**src/rtl/osiris_wb_defs.sv**
```systemverilog
// rtl/osiris_wb_defs.sv - shared Wishbone arbiter state encodings and master indices
package osiris_wb_defs;

    typedef enum logic [1:0] {
        ARB_IDLE = 2'd0,
        ARB_GNT0 = 2'd1,
        ARB_GNT1 = 2'd2
    } arb_state_t;

    localparam int WB_M_CORE = 0;
    localparam int WB_M_UART = 1;

    localparam int DEFAULT_TIMEOUT_CYCLES = 255;
    localparam int DEFAULT_TIMEOUT_WIDTH  = 8;

endpackage

```
**src/rtl/wb_timeout_counter.sv**
```systemverilog
// rtl/wb_timeout_counter.sv - bus timeout counter with clear/enable/expire
module wb_timeout_counter #(
    parameter int TIMEOUT_CYCLES = osiris_wb_defs::DEFAULT_TIMEOUT_CYCLES,
    parameter int TIMEOUT_WIDTH  = osiris_wb_defs::DEFAULT_TIMEOUT_WIDTH
) (
    input  logic clk,
    input  logic rst,
    input  logic i_clear,
    input  logic i_enable,
    output logic o_expire
);

    localparam logic [TIMEOUT_WIDTH-1:0] LP_LIMIT = TIMEOUT_WIDTH'(TIMEOUT_CYCLES);

    logic [TIMEOUT_WIDTH-1:0] r_count;

    // Count unacknowledged strobe cycles; clear has priority over enable.
    always_ff @(posedge clk) begin
        if (!rst) begin
            r_count <= '0;
        end else if (i_clear) begin
            r_count <= '0;
        end else if (i_enable) begin
            r_count <= r_count + 1'b1;
        end
    end

    assign o_expire = (r_count == LP_LIMIT);

endmodule

```
**src/rtl/wb_mem_arbiter.sv**
```systemverilog
// rtl/wb_mem_arbiter.sv - two-master round-robin Wishbone arbiter for data memory
module wb_mem_arbiter
    import osiris_wb_defs::*;
#(
    parameter int DATA_WIDTH     = 32,
    parameter int ADDR_WIDTH     = 10,
    parameter int TIMEOUT_CYCLES = DEFAULT_TIMEOUT_CYCLES,
    parameter int TIMEOUT_WIDTH  = DEFAULT_TIMEOUT_WIDTH
) (
    input  logic                  clk,
    input  logic                  rst,
    input  logic                  m0_cyc_i,
    input  logic                  m0_stb_i,
    input  logic                  m0_we_i,
    input  logic [ADDR_WIDTH-1:0] m0_adr_i,
    input  logic [DATA_WIDTH-1:0] m0_dat_i,
    output logic [DATA_WIDTH-1:0] m0_dat_o,
    output logic                  m0_ack_o,
    output logic                  m0_err_o,
    input  logic                  m1_cyc_i,
    input  logic                  m1_stb_i,
    input  logic                  m1_we_i,
    input  logic [ADDR_WIDTH-1:0] m1_adr_i,
    input  logic [DATA_WIDTH-1:0] m1_dat_i,
    output logic [DATA_WIDTH-1:0] m1_dat_o,
    output logic                  m1_ack_o,
    output logic                  m1_err_o,
    output logic                  s_cyc_o,
    output logic                  s_stb_o,
    output logic                  s_we_o,
    output logic [ADDR_WIDTH-1:0] s_adr_o,
    output logic [DATA_WIDTH-1:0] s_dat_o,
    input  logic [DATA_WIDTH-1:0] s_dat_i,
    input  logic                  s_ack_i,
    output logic                  o_core_stall,
    output logic [1:0]            o_grant
);

    arb_state_t r_state;
    arb_state_t w_next_state;
    logic       r_last;
    logic       w_next_last;

    logic w_gnt0;
    logic w_gnt1;
    logic w_expire;
    logic w_tmo_clear;
    logic w_tmo_enable;

    // While reset is held every grant-derived output is forced to its idle value.
    assign w_gnt0 = rst && (r_state == ARB_GNT0);
    assign w_gnt1 = rst && (r_state == ARB_GNT1);

    // Arbiter state and round-robin history.
    always_ff @(posedge clk) begin
        if (!rst) begin
            r_state <= ARB_IDLE;
            r_last  <= 1'b1;
        end else begin
            r_state <= w_next_state;
            r_last  <= w_next_last;
        end
    end

    // Next-state: grant on cyc, hold for the owner's whole cycle, leave on release or timeout.
    always_comb begin
        w_next_state = r_state;
        w_next_last  = r_last;
        case (r_state)
            ARB_IDLE: begin
                if (m0_cyc_i && m1_cyc_i) begin
                    w_next_state = r_last ? ARB_GNT0 : ARB_GNT1;
                end else if (m0_cyc_i) begin
                    w_next_state = ARB_GNT0;
                end else if (m1_cyc_i) begin
                    w_next_state = ARB_GNT1;
                end
            end
            ARB_GNT0: begin
                if (!m0_cyc_i || w_expire) begin
                    w_next_state = ARB_IDLE;
                    w_next_last  = 1'(WB_M_CORE);
                end
            end
            ARB_GNT1: begin
                if (!m1_cyc_i || w_expire) begin
                    w_next_state = ARB_IDLE;
                    w_next_last  = 1'(WB_M_UART);
                end
            end
            default: begin
                w_next_state = ARB_IDLE;
            end
        endcase
    end

    // Route the owner's request to memory; an expiring cycle has its cyc/stb dropped.
    always_comb begin
        s_cyc_o = 1'b0;
        s_stb_o = 1'b0;
        s_we_o  = 1'b0;
        s_adr_o = '0;
        s_dat_o = '0;
        if (w_gnt0) begin
            s_cyc_o = m0_cyc_i && !w_expire;
            s_stb_o = m0_stb_i && !w_expire;
            s_we_o  = m0_we_i;
            s_adr_o = m0_adr_i;
            s_dat_o = m0_dat_i;
        end else if (w_gnt1) begin
            s_cyc_o = m1_cyc_i && !w_expire;
            s_stb_o = m1_stb_i && !w_expire;
            s_we_o  = m1_we_i;
            s_adr_o = m1_adr_i;
            s_dat_o = m1_dat_i;
        end
    end

    assign m0_dat_o = s_dat_i;
    assign m1_dat_o = s_dat_i;
    assign m0_ack_o = w_gnt0 && s_ack_i && !w_expire;
    assign m1_ack_o = w_gnt1 && s_ack_i && !w_expire;
    assign m0_err_o = w_gnt0 && w_expire;
    assign m1_err_o = w_gnt1 && w_expire;

    assign o_grant      = {w_gnt1, w_gnt0};
    assign o_core_stall = m0_stb_i && !(w_gnt0 && s_ack_i) && !m0_err_o;

    // Idle clears the count so every new grant starts from zero.
    assign w_tmo_clear  = (r_state == ARB_IDLE) || s_ack_i;
    assign w_tmo_enable = s_stb_o && !s_ack_i;

    wb_timeout_counter #(
        .TIMEOUT_CYCLES (TIMEOUT_CYCLES),
        .TIMEOUT_WIDTH  (TIMEOUT_WIDTH)
    ) u_timeout (
        .clk      (clk),
        .rst      (rst),
        .i_clear  (w_tmo_clear),
        .i_enable (w_tmo_enable),
        .o_expire (w_expire)
    );

endmodule

```
**config.mk**
```make
export PLATFORM = sky130hd
export DESIGN_NAME = wb_mem_arbiter
export DESIGN_NICKNAME = d
export VERILOG_FILES = /design/src/rtl/osiris_wb_defs.sv /design/src/rtl/wb_timeout_counter.sv /design/src/rtl/wb_mem_arbiter.sv
export SDC_FILE = /design/constraint.sdc
export NUM_CORES = 1
export LEC_CHECK = 0
export ABC_AREA = 1
export ABC_CLOCK_PERIOD_IN_PS = 1200
export CAP_MARGIN = 20
export CORE_AREA = 2 2 94 96
export CTS_CLUSTER_SIZE = 20
export DETAILED_ROUTE_END_ITERATION = 16
export DIE_AREA = 0 0 96 98
export PLACE_DENSITY = 0.72
export SLEW_MARGIN = 20
export SYNTH_ARGS = -nofsm -noshare
export SYNTH_HDL_FRONTEND = slang
export SYNTH_SLANG_ARGS = --single-unit
```
**constraint.sdc**
```tcl
create_clock -name clk -period 1.2 [get_ports clk]
set_input_delay 0.12 -clock clk [delete_from_list [all_inputs] [get_ports clk]]
set_output_delay 0.12 -clock clk [all_outputs]
set_load 0.005 [all_outputs]
```
### After elaboration in Yosys (flattened, before gate mapping)

Index checks and enable logic that the tools add are counted.

* register bits: 11
* input port bits: 125
* output and inout port bits: 116

* add/subtract/negate cells: 1
* equal/unequal tests: 6
* muxes and demuxes: 20
* bitwise gates (word level): 1
* reductions and logical operators: 30

Operators by type and width (count)
* 32-bit 2-to-1 mux: 2
* 10-bit 2-to-1 mux: 2
* 1-bit logical AND: 16
* 2-bit 2-to-1 mux: 6
* 8-bit by 1-bit adder with 8-bit output, second input constant: 1
* 8-bit equality test, second input constant: 1
* 1-bit 2-to-1 mux: 8
* 1-bit logical NOT: 6
* 2-bit case mux with 3 select lines: 1
* 3-bit AND reduction: 2
* 2-bit by 1-bit inequality test with 1-bit output, second input constant: 2
* 4-bit inequality test, second input constant: 1
* 1-bit logical OR: 3
* 2-bit by 1-bit equality test with 1-bit output, second input constant: 1
* 2-bit equality test, second input constant: 1
* 2-bit logical NOT: 1
* 1-bit case mux with 2 select lines: 1
* 2-bit nonzero test: 1
* 2-bit OR reduction: 1
* 1-bit NOT: 1

### Longest topological paths before layout

* depth in word-level cells: 6
* mapped depth: 8
* depth with buffers taken out: 8

### Cells and area by module

A second synthesis with hierarchy kept.

* cells, all modules: 219
* area total of the unflattened synthesis: 1682.9 µm²

Modules (own cells, without submodules)
* wb_mem_arbiter: times used 1, cells an instance 167, area each 1275.0 µm², sequential area each 60.1 µm²
* wb_timeout_counter: times used 1, cells an instance 52, area each 407.9 µm², sequential area each 160.2 µm²

### Worst setup path before layout

No wires, ideal clock.

* path kind: register -> register
* start point: reg u_timeout.r_count[0]
* end point: reg u_timeout.r_count[1]
* data arrival time: 1.153 ns
* data required time: 1.087 ns
* setup slack: -0.066 ns
* stages on the path, launching flop included: 9
* buffers on the path: 0
* clock period less this slack: 1.266 ns
* cell sequence: dfxtp_1 -> ha_1 -> nand2_1 -> nor2_2 -> nand2_2 -> nand2_2 -> inv_2 -> o21ai_1 -> nor2_1

* word-level cells in the longest chain between the ends: 6
* elaborated cells on any way between the ends: 8

Ends and longest elaborated chain
* start: declaration: line wb_timeout_counter.sv:15 `logic [TIMEOUT_WIDTH-1:0] r_count;`
* start signal: assignment: line wb_timeout_counter.sv:24 `r_count <= r_count + 1'b1;`
* 8-bit equality test (*): line wb_timeout_counter.sv:28 `assign o_expire = (r_count == LP_LIMIT);`
* 1-bit logical NOT (*): line wb_mem_arbiter.sv:106, wb_mem_arbiter.sv:112
* 1-bit logical AND: line wb_mem_arbiter.sv:112 `s_stb_o = m1_stb_i && !w_expire;`
* 1-bit 2-to-1 mux: line wb_mem_arbiter.sv:110 `end else if (w_gnt1) begin`
* 1-bit 2-to-1 mux (*): line wb_mem_arbiter.sv:104 `if (w_gnt0) begin`
* via s_stb_o: line wb_mem_arbiter.sv:29 `output logic s_stb_o,`
* 1-bit logical AND (*): line wb_mem_arbiter.sv:131 `assign w_tmo_enable = s_stb_o && !s_ack_i;`

Mark *: on every way through the listed nets, which the timed path passes. The rest lies on a longest branch.
A chain may end at the register's enable or synchronous reset.

### Worst setup path after layout

* start point: reg r_state[0]
* end point: out s_adr_o[0]

* word-level cells in the longest chain between the ends: 4
* elaborated cells on any way between the ends: 6

Ends and longest elaborated chain
* start: declaration: line wb_mem_arbiter.sv:39 `arb_state_t r_state;`
* start signal: assignment: line wb_mem_arbiter.sv:60 `r_state <= w_next_state;`
* 2-bit equality test: line wb_mem_arbiter.sv:52 `assign w_gnt1 = rst && (r_state == ARB_GNT1);`
* 1-bit logical AND: line wb_mem_arbiter.sv:52
* 10-bit 2-to-1 mux: line wb_mem_arbiter.sv:110
* 10-bit 2-to-1 mux (*): line wb_mem_arbiter.sv:104
* end: declaration: line wb_mem_arbiter.sv:31 `output logic [ADDR_WIDTH-1:0] s_adr_o,`

Mark *: on every way between the ends. The rest lies on a longest branch, timed or not.

==> flow_results.org <==
** Clock tree
- After clock tree synthesis, the clock-pin slew on the worst setup and hold paths is 50 ps.
- Depth of the CTS H-tree :: 1
- TritonCTS built the clock tree.
- The clock net in this run drives a total of 11 sinks.
- Cts bufs inserted :: 3
- Buffer cell driving the clock tree root :: sky130_fd_sc_hd__clkbuf_8
- Clock latency on the worst-skew pair :: 240 ps
- The clock passes through at most 2 buffers.

** Power and ir drop
- Power density over cell area :: 614 mW/mm2
- The analysis attributes to cell leakage a power of 1.65 nW.
- Internal power comes to 1.47 mW.
- Across the VDD grid, the largest voltage drop is 0.000300 V.
- Of the total power, combinational logic draws 0.639.
- Of the total power, the share spent switching nets is 0.327.
- Clock network fraction of design power :: 0.175
- Seq pwr share :: 0.186
- Switching power summed over all nets :: 0.713 mW

** Worst setup path
- At the worst endpoint, the arrival time is 1510 ps.
- STA puts the critical path data required time at 1080 ps.
- The worst setup path is launched from a flip-flop.
- Crit Path Category :: flip-flop to primary output
- The worst register-to-register path begins at r_state[0]$_SDFFE_PN0P_.
- Of all nets on the critical path, the largest fanout is 5.
- Endpoint kind of the worst setup timing path :: primary output
- The number of cells on the worst reg-to-reg path is 10.
- RR Endpoint :: u_timeout.r_count[3]$_SDFFE_PP0P_
- The setup check on the worst reg-to-reg path leaves a slack of -330 ps.

** Place
- The wire-length estimate of the detail-placed layout is 6390 um.
- Number of placed instances, taps included :: 446
- Routability congestion estimate from global placement :: 0.848
- During placement, the flow inserted port buffers numbering 144.

** Floorplan
- Die Area :: 0.00941 mm2
- Cell Rows :: 34
- For this design the top-level I/O count stands at 241.
- Die outline height :: 98 um
- Initial standard-cell utilization of the core :: 0.192
- Core Box Area :: 0.00847 mm2
- The die is 96 um wide.

** Synthesis
- Synthesized-area fraction occupied by and/or/nand/nor cells :: 0.195
- Post-Synthesis Cell Area :: 0.00162 mm2
- After synthesis, the mean cell area works out to 6.91 um2.
- Multiplexer share of the synthesized area :: 0
- Of all flip-flops after synthesis, the portion carrying an async set or reset was 0.
- The synthesized design spends more area on one cell type than any other, namely sky130_fd_sc_hd__buf_4.
- Share of the synthesized netlist area taken by xor and xnor gates :: 0.0108
- Counting flops with a built-in enable in the synthesized netlist gives 0.
- Area share of fa/ha/maj cells after synthesis :: 0.00770
- Combinational family with the most area after synthesis :: buffers and inverters
- Portion of synthesized cell area occupied by the leading cell type :: 0.305
- Post-synthesis instance total :: 235
- Most repeated cell in the gate-level netlist after synthesis :: sky130_fd_sc_hd__buf_4
- Leading register cell type out of synthesis :: sky130_fd_sc_hd__dfxtp_1
- The number of nets in the synthesized netlist is 361.
- The synthesized-area fraction occupied by ao, oa, aoi and oai cells was 0.275.
- Cell types with the largest area share after synthesis :: sky130_fd_sc_hd__buf_4 (31%), sky130_fd_sc_hd__a22o_1 (23%), sky130_fd_sc_hd__dfxtp_1 (14%)
- Synth Warn # :: 0
- Portion of the post-synthesis area used by sequential elements :: 0.136
- The commonest cells after synthesis are sky130_fd_sc_hd__buf_4 (66), sky130_fd_sc_hd__a22o_1 (43), sky130_fd_sc_hd__nand2_1 (35).
- Flop and latch count out of synthesis :: 11
- Number of library cell types mapped by synthesis :: 21

** Global route
- Maximum number of pins on one net before global-route repair :: 14
- The first global-routing pass estimated 12,800 um of wire.
- Vias in the first global route :: 2,310
- Across every metal layer, demand over resource in global routing totals 0.177.
- Initial antenna violation count :: 0
- Grt total ovfl :: 0

** Worst hold path
- Hold path startpoint :: s_dat_i[11]
- Worst Hold Endpoint :: m0_dat_o[11]
- Worst hold stages :: 0
- In this run the worst hold path is classified as input pin to primary output.

** Outcome
- Failing checks :: negative setup slack
- The flow ran to the end, but the final reports show violations.

** Route
- Wire length per cell :: 18.4 um
- For this run, design rule violations remaining after detail routing come to 0.
- For this run, the detailed router's first-pass iteration total came to 4.
- Per-cell via count in the routed design :: 4.55
- In this run the remaining antenna-violating nets after routing total 0.
- Routed via count :: 2,218
- Detailed Route WL :: 8990 um
- After the first detailed-routing iteration, the DRC count stood at 64.

** Final layout
- For this run, the share of the core covered by cells in the final layout is 0.419.
- After filler insertion, the fill cell instance count of the layout stands at 830.
- Excluding fillers, the count of instances in the completed layout stands at 488.
- Register area :: 228 um2
- The multi-input combinational cells in the finished layout cover a total of 0.00101 mm2.
- In the final layout, the share of cells above drive strength 1 is 0.476.
- In the final design database the tool counted 507 nets.
- 0 antenna diodes ended up in the layout.
- Layout overhead on the synthesized area :: 119%

** Timing
- Final worst slack :: -427 ps
- Worst-case headroom to the max-slew limit :: 0.746
- The final max-slew violation count came to 0.
- Shortest period the worst path allows :: 1630 ps
- Setup repair after global routing missed its margin :: yes
- Tcrit/Tclk final :: 1.36
- In the final timing run, aggregate negative setup slack is -21,760 ps.
- Based on the critical path, the design can be clocked at up to 615 MHz.
- Total setup violations reported at the end of the flow :: 63
- Clock Skew :: 2.65 ps
- Pin slew with the least headroom to its limit :: 378 ps
- Final count of hold timing violations :: 0

** Flow run
- The tool flagged a number of max-cap violations equal to 0.
[cells by family (layout without fill, tap and decap cells)]
family                     after synthesis  after routing
buffers and inverters                   94            239
adders and majority gates                1              1
DFF                                     11             11
xor gates and xnor gates                 2              2
and+or+nand+nor                         70             70
AOI/OAI and AO/OA                       57             57
[cells in the final DEF, fill, tap and decap left out, types with 2 or more instances in the layout]
| cell type | count |
|---|---|
| sky130_fd_sc_hd__nand3_1 | 4 |
| sky130_fd_sc_hd__dfxtp_1 | 7 |
| sky130_fd_sc_hd__nand2_1 | 23 |
| sky130_fd_sc_hd__inv_2 | 2 |
| sky130_fd_sc_hd__nor2_4 | 6 |
| sky130_fd_sc_hd__a22o_4 | 2 |
| sky130_fd_sc_hd__nand3_4 | 2 |
| sky130_fd_sc_hd__a21oi_2 | 7 |
| sky130_fd_sc_hd__nand2_2 | 7 |
| sky130_fd_sc_hd__o21ai_2 | 4 |
| sky130_fd_sc_hd__nor2_2 | 4 |
| sky130_fd_sc_hd__buf_6 | 29 |
| sky130_fd_sc_hd__clkbuf_8 | 3 |
| sky130_fd_sc_hd__buf_4 | 37 |
| sky130_fd_sc_hd__nor2_1 | 8 |
| sky130_fd_sc_hd__buf_16 | 5 |
| sky130_fd_sc_hd__dfxtp_2 | 3 |
| sky130_fd_sc_hd__inv_1 | 13 |
| sky130_fd_sc_hd__nand2_4 | 7 |
| sky130_fd_sc_hd__inv_4 | 3 |
| sky130_fd_sc_hd__buf_12 | 7 |
| sky130_fd_sc_hd__clkdlybuf4s50_1 | 91 |
| sky130_fd_sc_hd__xor2_1 | 2 |
| sky130_fd_sc_hd__nor3_2 | 2 |
| sky130_fd_sc_hd__nand4_1 | 4 |
| sky130_fd_sc_hd__buf_2 | 44 |
| sky130_fd_sc_hd__a22o_1 | 41 |
[per-layer routing]
layer / routed length (um) / GRT usage / vias up
met4: 119 / 0.0451 / 0
met1: 3560 / 0.223 / 1055
met3: 916 / 0.0486 / 8
met5: 0 / 0 / -
li1: - / - / 1032
met2: 4390 / 0.295 / 123
[layout make-up]
class / instances / area share
Clock buffer: 4 / 0.0127
Inverter: 20 / 0.0268
Multi-Input combinational cell: 130 / 0.285
Sequential cell: 11 / 0.0641
Tap cell: 108 / 0.0381
Timing Repair Buffer: 215 / 0.574
[worst max path at each step]
| stage | cells past startpoint | slack, ps | from | end |
|---|---|---|---|---|
| 6_report | 8 | -430 | r_state[0]$_SDFFE_PN0P_ | s_adr_o[0] |
| 5_1_grt | 9 | -470 | r_state[0]$_SDFFE_PN0P_ | s_dat_o[7] |
| 4_1_cts | 9 | -470 | r_state[0]$_SDFFE_PN0P_ | s_dat_o[21] |
| 3_5_place_dp | 6 | -800 | rst | s_dat_o[21] |
| 3_3_place_gp | 6 | -800 | rst | s_dat_o[21] |
| 2_1_floorplan | 6 | 6 | r_state[0]$_SDFFE_PN0P_ | s_adr_o[0] |
[registers in the layout (all words and copies together), names as in the netlist]
signal,flops
u_timeout.r_count,8
r_last,1
r_state,2
[power groups by stage]
stage	Combinational [mW]	Clock (mW)	Sequential, mW
floorplan	0.505	0	0.403
finish	1.39	0.381	0.406
global placement	1.10	0	0.399
detailed placement	1.11	0	0.400
CTS	1.38	0.389	0.405
global route	1.47	0.409	0.407
[through the flow]
step | hold WS, ps | instance area, um2 | power [mW] | setup WS, ps
after floorplan | 204 | 1650 | 0.909 | 6.05
final | 240 | 3550 | 2.18 | -427
after global placement | 240 | 2960 | 1.50 | -797
after detailed placement | 240 | 2960 | 1.51 | -801
after CTS | 240 | 3480 | 2.17 | -475
after global routing | 240 | 3550 | 2.29 | -473
[critical path: stages (launching register included)]
cell and delay, ps:
sky130_fd_sc_hd__dfxtp_2 350, sky130_fd_sc_hd__inv_4 50, sky130_fd_sc_hd__nand2_4 70, sky130_fd_sc_hd__nor2_4 40
sky130_fd_sc_hd__buf_6 120, sky130_fd_sc_hd__buf_8 130, sky130_fd_sc_hd__buf_16 130, sky130_fd_sc_hd__a22o_4 260
sky130_fd_sc_hd__buf_6 120
[timing repair]
action / 4_1_cts / 5_1_grt
pin swaps: 31 / 29
resized for setup: 290 / 31
setup buffers: 29 / 9
setup endpoints to repair: 62 / 63
cloned: 7 / 0
hold buffers: 0 / 0
(Power assumes the default switching activity.)
